### config.mk
export PLATFORM = sky130hd
export DESIGN_NAME = sub_16bits_serial
export DESIGN_NICKNAME = d
export VERILOG_FILES = /design/src/rtl/sub_16bits_serial_pkg.sv /design/src/rtl/sub_16bits_serial_cla_4bits_slice.sv /design/src/rtl/sub_16bits_serial.sv
export SDC_FILE = /design/constraint.sdc
export NUM_CORES = 1
export LEC_CHECK = 0
export CAP_MARGIN = 5
export CORE_AREA = 2 2 77 79
export DETAILED_ROUTE_END_ITERATION = 8
export DIE_AREA = 0 0 79 81
export PLACE_DENSITY_LB_ADDON = 0.12
export SLEW_MARGIN = 40
export SYNTH_ARGS = -nofsm -noshare
export SYNTH_HDL_FRONTEND = slang
export SYNTH_SLANG_ARGS = --single-unit
### constraint.sdc
create_clock -name clk -period 6.4 [get_ports clk]
set_input_delay 0.96 -clock clk [delete_from_list [all_inputs] [get_ports clk]]
set_output_delay 0.96 -clock clk [all_outputs]
set_load 0.03 [all_outputs]
### src/rtl/sub_16bits_serial_pkg.sv
// Shared definitions for the nibble-serial adder/subtractor: FSM states,
// operation encodings, nibble width and the nibble counter sizing helper.
package sub_16bits_serial_pkg;

  typedef enum logic [1:0] {
    IDLE = 2'd0,
    CALC = 2'd1,
    DONE = 2'd2
  } state_t;

  localparam logic OP_ADD = 1'b0;
  localparam logic OP_SUB = 1'b1;

  localparam int NIBBLE_W = 4;

  // Width of the nibble counter; a single-nibble operand still needs one bit
  // so the counter never collapses to a zero-width vector.
  function automatic int cnt_width(input int width);
    int n;
    n = width / NIBBLE_W;
    return (n > 1) ? $clog2(n) : 1;
  endfunction

endpackage

### src/rtl/sub_16bits_serial_cla_4bits_slice.sv
// One 4-bit carry-lookahead slice. Purely combinational; the top level
// time-multiplexes a single instance over all nibbles of the operands.
module cla_4bits_slice (
  input  logic [3:0] a,
  input  logic [3:0] b,
  input  logic       ci,
  output logic [3:0] s,
  output logic       co
);

  logic [3:0] p;
  logic [3:0] g;
  logic       c1;
  logic       c2;
  logic       c3;
  logic       c4;

  // Propagate/generate terms and fully expanded lookahead carries.
  always_comb begin
    p  = a ^ b;
    g  = a & b;
    c1 = g[0] | (p[0] & ci);
    c2 = g[1] | (p[1] & g[0]) | (p[1] & p[0] & ci);
    c3 = g[2] | (p[2] & g[1]) | (p[2] & p[1] & g[0]) | (p[2] & p[1] & p[0] & ci);
    c4 = g[3] | (p[3] & g[2]) | (p[3] & p[2] & g[1]) | (p[3] & p[2] & p[1] & g[0])
         | (p[3] & p[2] & p[1] & p[0] & ci);
    s  = p ^ {c3, c2, c1, ci};
    co = c4;
  end

endmodule

### src/rtl/sub_16bits_serial.sv
// Nibble-serial adder/subtractor. Operands are captured on accept, then one
// nibble per clock is pushed through a shared 4-bit lookahead slice, least
// significant nibble first, with the carry held in a register between steps.
//
// Handshake: a transfer happens on a rising edge where valid and ready are
// both high. in_ready is high only in IDLE, out_valid only in DONE; neither
// depends combinationally on the partner's valid/ready, and the producer
// must hold its payload stable while valid is high and ready is low.
module sub_16bits_serial
  import sub_16bits_serial_pkg::*;
#(
  parameter int WIDTH = 16
) (
  input  logic             clk,
  input  logic             rst_n,
  input  logic             in_valid,
  output logic             in_ready,
  input  logic             op,
  input  logic [WIDTH-1:0] a,
  input  logic [WIDTH-1:0] b,
  input  logic             cbi,
  output logic             out_valid,
  input  logic             out_ready,
  output logic [WIDTH-1:0] res,
  output logic             cbo,
  output logic             ovf,
  output logic [1:0]       state_dbg
);

  localparam int NIBBLES = WIDTH / NIBBLE_W;
  localparam int CW      = cnt_width(WIDTH);
  localparam logic [CW-1:0] LAST_CNT = CW'(NIBBLES - 1);

  state_t           state;
  state_t           state_nxt;
  logic [CW-1:0]    cnt;
  logic             chain_c;
  logic             op_q;
  logic [WIDTH-1:0] a_q;
  logic [WIDTH-1:0] b_q;
  logic [WIDTH-1:0] res_q;
  logic             cbo_q;
  logic             ovf_q;

  logic             accept;
  logic             release_res;
  logic             last_nib;
  logic [3:0]       a_nib;
  logic [3:0]       b_raw;
  logic [3:0]       b_nib;
  logic [3:0]       s_nib;
  logic             co_nib;
  logic             a_msb;
  logic             b_msb;
  logic             ovf_nxt;

  assign accept      = in_valid & in_ready;
  assign release_res = out_valid & out_ready;
  assign last_nib    = (state == CALC) && (cnt == LAST_CNT);

  // Select the current nibble; subtraction feeds the inverted b nibble so
  // a - b - cbi becomes a + ~b + ~cbi.
  always_comb begin
    a_nib = a_q[NIBBLE_W*cnt +: NIBBLE_W];
    b_raw = b_q[NIBBLE_W*cnt +: NIBBLE_W];
    b_nib = (op_q == OP_SUB) ? ~b_raw : b_raw;
  end

  cla_4bits_slice u_slice (
    .a  (a_nib),
    .b  (b_nib),
    .ci (chain_c),
    .s  (s_nib),
    .co (co_nib)
  );

  // Signed overflow from operand sign bits and the sign of the final nibble.
  always_comb begin
    a_msb = a_q[WIDTH-1];
    b_msb = b_q[WIDTH-1];
    if (op_q == OP_SUB) begin
      ovf_nxt = (a_msb != b_msb) && (s_nib[3] != a_msb);
    end else begin
      ovf_nxt = (a_msb == b_msb) && (s_nib[3] != a_msb);
    end
  end

  // FSM state register.
  always_ff @(posedge clk or negedge rst_n) begin
    if (!rst_n) begin
      state <= IDLE;
    end else begin
      state <= state_nxt;
    end
  end

  // FSM next-state logic.
  always_comb begin
    state_nxt = state;
    case (state)
      IDLE:    if (accept)      state_nxt = CALC;
      CALC:    if (last_nib)    state_nxt = DONE;
      DONE:    if (release_res) state_nxt = IDLE;
      default: state_nxt = IDLE;
    endcase
  end

  // FSM outputs: handshake flags and the debug view of the state.
  always_comb begin
    in_ready  = (state == IDLE);
    out_valid = (state == DONE);
    state_dbg = state;
  end

  // Operand capture and per-nibble datapath update.
  always_ff @(posedge clk or negedge rst_n) begin
    if (!rst_n) begin
      cnt     <= '0;
      chain_c <= 1'b0;
      op_q    <= OP_ADD;
      a_q     <= '0;
      b_q     <= '0;
      res_q   <= '0;
      cbo_q   <= 1'b0;
      ovf_q   <= 1'b0;
    end else begin
      if (state == IDLE) begin
        if (accept) begin
          op_q    <= op;
          a_q     <= a;
          b_q     <= b;
          cnt     <= '0;
          chain_c <= (op == OP_SUB) ? ~cbi : cbi;
        end
      end else if (state == CALC) begin
        res_q[NIBBLE_W*cnt +: NIBBLE_W] <= s_nib;
        chain_c <= co_nib;
        if (last_nib) begin
          cbo_q <= (op_q == OP_SUB) ? ~co_nib : co_nib;
          ovf_q <= ovf_nxt;
        end else begin
          cnt <= cnt + 1'b1;
        end
      end
    end
  end

  assign res = res_q;
  assign cbo = cbo_q;
  assign ovf = ovf_q;

endmodule

==> key figures <==
Status
  – Status: finished clean

Logic synthesis
  – Largest cells by area after synthesis: dfrtp_1, mux2_4, mux4_2, ha_1, a22o_1
  – Yosys top cell area share: 48.40%
  – Synth Area in Adders: under 10%
  – Yosys top cell by area: dfrtp_1
  – Avg Cell Area, Syn: 13.59 sq um
  – Post-synthesis xor/xnor area fraction: roughly 2.4%
  – Mux contribution to synthesized area: 23.55%
  – Compound-cell area share of the yosys netlist: 8.557%
  – Syn_nets: 263
  – Share of the yosys chip area belonging to registers: 48.40%
  – Main combinational cell family by area after synthesis: multiplexers
  – Post-synthesis cell type count: 41
  – Post-Synthesis Cells: 213
  – Asr flop ratio synth: between 90% and 100%
  – Top_reg_cell synth: dfrtp_1
  – Synth Register Bits: between 50 and 60
  – Ys Warns: 0
  – Number of flops mapped to enable cells by yosys: 0
  – Post-Syn Area: roughly 0.0029 sq mm
  – Simple-gate share of the synthesized area: around 7.5%

Floorplan
  – # IOs: 60
  – Number of cell rows: 28
  – Core Box Area: 0.005675 sq mm
  – Die area: approximately 0.0064 sq mm
  – Width of the die: 79 um
  – Chip height: 81 um
  – Initial Utilization: 51.01%

Final layout
  – Fill count: 464
  – Share of cells above drive strength 1: between 10% and 20%
  – Layout Area Growth over Synthesis: 25.02%
  – Area taken by flip-flops and latches: 0.001403 sq mm
  – Final instance area: 0.003620 sq mm
  – Multi-input logic area: 0.001378 sq mm
  – Post-layout util: 63.78%
  – Final net count: 321
  – # diodes: 0

Clock network
  – Deepest clock path buffer count: 2
  – Post-cts hold buffer count: 0
  – Worst-Skew Late Latency: 310 ps
  – H-Tree Depth: 2
  – CTS clk-pin slew, worst paths: 100 ps
  – CTS tree: yes
  – Clk sinks: 56
  – Clk root buf: clkbuf_8
  – Cts repair resizes: 0
  – CTS Buf Count: 5
  – Postcts setup bufs: 0

Timing
  – Setup TNS Final: 0 ps
  – Final worst-path cycle share: 43.98%
  – Normalized max-slew margin: 54.61%
  – Actual slew at the worst max-slew pin: 680.9 ps
  – Pins Over Slew Limit: 0
  – FMAX: 355.3 MHz
  – Final Setup Violations: 0
  – Post-layout minimum cycle time: around 2800 ps
  – Hold Vio Cnt, Final: 0
  – Setup Skew: 7.599 ps
  – RSZ-0062 raised after global routing: false
  – Final hold slack: around 500 ps

Setup path
  – WP data arrival: 3020 ps
  – Critical path launch point type: flip-flop
  – Crit path max fanout: 17
  – Critical path class: flip-flop to flip-flop
  – WP data required: between 6000 and 7000 ps
  – Crit path capture type: flip-flop

Power
  – Max VDD drop: slightly above 0.3 mV
  – Pwr per Cell Area: roughly 610 mW/mm^2
  – Leakage: 1.598 nW
  – Total Power: 2.210 mW

Place
  – Placement Cell Area: roughly 0.0035 sq mm
  – Final Wtd Congestion: 0.7533
  – Detail Placement HPWL: 3867 um
  – I/O Buffers: 59

Global route
  – GR Util All Layers: 18.25%
  – Largest net degree at the start of global routing: 57
  – Global-route wire length before repair: ~9000 um
  – Vias in the first global route: 1,840
  – Antenna violations before repair: 0
  – GRT overflow: 0

Route
  – DRT antenna net count: 0
  – Vias/cell: roughly 5.3
  – 1st-pass router iterations: 4
  – Via count: 1,832
  – WL/cell: 15.45 um
  – DRC violations left: 0
  – Routed wire length: 5362 um
  – Drt initial violations: 52

Run
  – Max-Cap Viols: 0

Worst hold path
  – Worst Hold Class: flip-flop to flip-flop
[registers in the layout, summed over array words and instances, names as in the netlist]
signal	cells
state_dbg	2
res	16
cnt	2
cbo	1
chain_c	1
op_q	1
ovf	1
b_q	16
a_q	16
[per-layer routing]
| layer | GRT usage, % | vias up | routed length, um |
|---|---|---|---|
| met2 | 30.17 | 42 | 2563 |
| li1 | - | 890 | - |
| met3 | 3.667 | 8 | 181 |
| met5 | 0 | - | 0 |
| met4 | 4.655 | 0 | 61 |
| met1 | 24.95 | 892 | 2556 |
[where the power goes]
group	switching [mW]	leakage (nW)	internal (mW)
Combinational	0.670	0.838	0.630
Sequential	0.147	0.695	0.513
Clock	0.112	0.0645	0.138
[cells in the mapped netlist, types with 4 or more instances]
library cell	number
nand2_1	17
nand4_1	4
mux4_2	8
dfrtp_1	56
xor2_1	7
inv_1	4
ha_1	11
o21ai_1	9
mux2_1	5
mux2_4	29
nor2_1	7
a22o_1	11
[kinds of logic after synthesis]
| kind of cell | Yosys count |
|---|---|
| adder cells (fa/ha/maj) | 12 |
| AO/OA/AOI/OAI | 35 |
| XOR/XNOR | 8 |
| flip-flops | 56 |
| multiplexers | 43 |
| buffers and inverters | 16 |
| AND/OR/NAND/NOR | 43 |
[worst max-delay path: stages (launching register included)]
cell and delay [ps]:
dfrtp_2 660, mux4_2 580, xor2_1 280, ha_1 320, a211oi_1 230, o21ai_1 110
and3_1 250, a211o_1 270
[stage by stage]
stage | setup slack, ps | std cells
final | 3585 | 347
after floorplan | 3906 | 213
after CTS | 3296 | 347
after detailed placement | 3301 | 339
after global routing | 3389 | 347
after global placement | 3384 | 339
[worst paths after layout]
path / slack, ps / end / startpoint / cells past startpoint
worst min register to register: 500 / res[13] / res[13] / 2
max in group asynchronous: 5130 / cnt[0] / rst_n / 2
worst max register to register: 3590 / ovf / cnt[0] / 7
worst max-delay path: 3590 / ovf / cnt[0] / 7
min in group asynchronous: 780 / a_q[6] / rst_n / 2
worst min-delay path: 500 / res[13] / res[13] / 2
[placed cells by master, fill, tap and decap left out, drive strengths merged, types with 2 or more instances in the layout]
cell           count
xor2               7
and2               3
a21o               2
inv                7
nor2               8
dfrtp             56
ha                11
nand2b             2
nand4              4
nor3               2
clkbuf             7
o31ai              3
buf                2
and4               3
mux4               8
nand2             17
o21ai             11
nor4               2
clkdlybuf4s50     58
a22o              11
mux2              34
[layout make-up]
class / count / share of cell area, %
Sequential cell: 56 / 38.75
Clock buffer: 7 / 2.662
Tap cell: 75 / 2.592
Timing Repair Buffer: 60 / 16.38
Multi-Input combinational cell: 141 / 38.06
Inverter: 7 / 0.7259
Clock inverter: 1 / 0.8296
No activity file was read; power rests on OpenSTA's default activity.
==> edit 1: new RTL, same flow settings <==
Change the parameter `WIDTH` from 16 to 32.
--- a/src/rtl/sub_16bits_serial.sv
+++ b/src/rtl/sub_16bits_serial.sv
@@ -9,7 +9,7 @@
 module sub_16bits_serial
   import sub_16bits_serial_pkg::*;
 #(
-  parameter int WIDTH = 16
+  parameter int WIDTH = 32
 ) (
   input  logic             clk,
   input  logic             rst_n,
Ports: changed (resized a, b and res); port bits go from 60 to 108. The function was not compared with the original's and may differ.
==> edit 1 against the original RTL <==
The run now fails in global placement (3_3_place_gp); area after synthesis is 76% higher; synthesized cell count grew 76%.
==> edit 1: results (changes against the original RTL) <==
metric	value	unit	change
outcome	stopped before the end		
failing_step	global placement (3_3_place_gp)		
error	[ERROR FLW-0024] Place density exceeds 1.0 (current PLACE_DENSITY_LB_ADDON =  0.12). Please check if the value of  PLACE_DENSITY_LB_ADDON is between 0 and 0.99.		
synth_cell_types	47		+15%
synth_edf_count	0		unchanged
port_buffers	107		+81%
ys.flop_type	dfrtp_1		
syn_inst	374		+76%
synth_warnings	0		unchanged
dieWidth	79	um	unchanged
synthesis.nets	457		+74%
yosysSeqAreaShare	51.4	%	+3.0 points
synthArstFlopShare	100	%	unchanged
synthTopCellsByCount	105 x dfrtp_1, 76 x mux2_2, 30 x nand2_1		
synthTopCellsByArea	dfrtp_1 51%, mux2_2 17%, mux4_1 5.1%, ha_1 2.9%, mux4_2 2.6%		
ys_ff_latch	105		+88%
-- edit 1: kinds of logic after synthesis --
family                   after synthesis  share of synthesized area, %
buffers and inverters                 32                          3.82
AND/OR/NAND/NOR                       76                          8.38
flip-flops                           105                          51.4
adder cells (fa/ha/maj)               13                          3.33
XOR/XNOR                              10                          1.71
multiplexers                         105                          27.3
AO/OA/AOI/OAI                         33                          4.02
==> edit 2: new RTL, config.mk and constraints unchanged <==
Made on the original files. Reset style: synchronous (`rst_n`), changed in 2 clocked blocks.
--- a/src/rtl/sub_16bits_serial.sv
+++ b/src/rtl/sub_16bits_serial.sv
@@ -86,7 +86,7 @@
   end
 
   // FSM state register.
-  always_ff @(posedge clk or negedge rst_n) begin
+  always_ff @(posedge clk) begin
     if (!rst_n) begin
       state <= IDLE;
     end else begin
@@ -113,7 +113,7 @@
   end
 
   // Operand capture and per-nibble datapath update.
-  always_ff @(posedge clk or negedge rst_n) begin
+  always_ff @(posedge clk) begin
     if (!rst_n) begin
       cnt     <= '0;
       chain_c <= 1'b0;
Formal check against the unedited RTL: differs if rst_n is asserted again (counterexample within 4 cycles, from zero or initial values and one cycle with rst_n low); with rst_n held inactive, the same outputs for 10 cycles.
==> edit 2 against the original RTL <==
Wire length is 5.0% higher; design area is 4.0% lower; clock skew is 4.5 ps lower; critical path depth stayed put; worst hold slack worse by 32 ps; setup slack worse by 490 ps; die area stayed put; global-route usage is 0.82 points higher; non-clock buffer count is 2 higher; sequential cell count stayed put; area after synthesis is 4.6% lower; utilization is 2.5 points lower; first-iteration DRC count is 73% higher; critical path type unchanged; largest cell class is now multi-input gates.
Power is left out: it rests on default switching activity, and per cell area and clock period it moved more than threefold.
==> edit 2: results (changes against the original RTL) <==
metric	value	unit	change
syn_avg_cell_area	8.94	um^2	-34%
finalWirelength	5630	um	+5.0%
outcome	completed		
cpPeakStageDelay	800	ps	+140 ps
fin_skew	3.06	ps	-4.54 ps
crit_path_max_fanout	15		-2
layout-drive-gt1-share	6.41	%	-13 points
grt_use_met1	23.7	%	-1.2 points
multi_input_cells	227		+61%
detailedPlace.worstSlack	3160	ps	-138 ps
bufAreaShareNonClock	17.6	%	+1.3 points
synthTopCellsByCount	87 x nand2_1, 56 x dfxtp_1, 34 x a21boi_0		
nNonClkBuffers	62		+3.3%
synth_xor_area_share	2.22	%	-0.20 points
critical_path.top_delay_family	compound AO/OA/AOI/OAI gates		
slew_headroom	48.2	%	-6.4 points
period_share	51.7	%	+7.7 points
clkCellAreaFrac	2.23	%	-1.3 points
grt_first_pass_wirelength	9720	um	+7.5%
place_area	0.00340	mm^2	-2.7%
synthArstFlopShare	0	%	-100 points
regToRegStartpoint	cnt[0]$_SDFFE_PN0P_		
dr_total_vias	2223		+21%
synthTopCellsByArea	dfxtp_1 41%, nand2_1 12%, a21boi_0 9.2%, mux4_2 6.5%, ha_1 5.0%		
met3_length	221	um	+22%
synth_mux_area_share	6.89	%	-17 points
synth-compound-area-share	17.6	%	+9.1 points
multi_input_area	0.00154	mm^2	+12%
use_met2	33.7	%	+3.6 points
synth-adder-area-share	5.71	%	+0.26 points
rr_endpoint	ovf$_SDFFE_PN0P_		
utilization	61.2	%	-2.5 points
dpl.hpwl	4130	um	+6.7%
## edit 2: cell count changes after synthesis, sizes merged, moves of 4 or more
cell,change
nand2,+70
dfrtp,-56
dfxtp,+56
a21boi,+34
mux2,-34
clkbuf,+16
and2,+14
a22o,-11
buf,-6
nor3b,+5
nand3b,+4
nor2b,+4
o41ai,+4
## edit 2: worst min-delay path by stage
stage	slack, ps	start	cells after the start	endpoint
finish	470	a_q[0]$_SDFFE_PN0P_	2	a_q[0]$_SDFFE_PN0P_
global route	500	b_q[0]$_SDFFE_PN0P_	2	b_q[0]$_SDFFE_PN0P_
global placement	450	b_q[1]$_SDFFE_PN0P_	2	b_q[1]$_SDFFE_PN0P_
floorplan	440	a_q[10]$_SDFFE_PN0P_	2	a_q[10]$_SDFFE_PN0P_
detailed placement	460	b_q[1]$_SDFFE_PN0P_	2	b_q[1]$_SDFFE_PN0P_
CTS	470	b_q[1]$_SDFFE_PN0P_	2	b_q[1]$_SDFFE_PN0P_
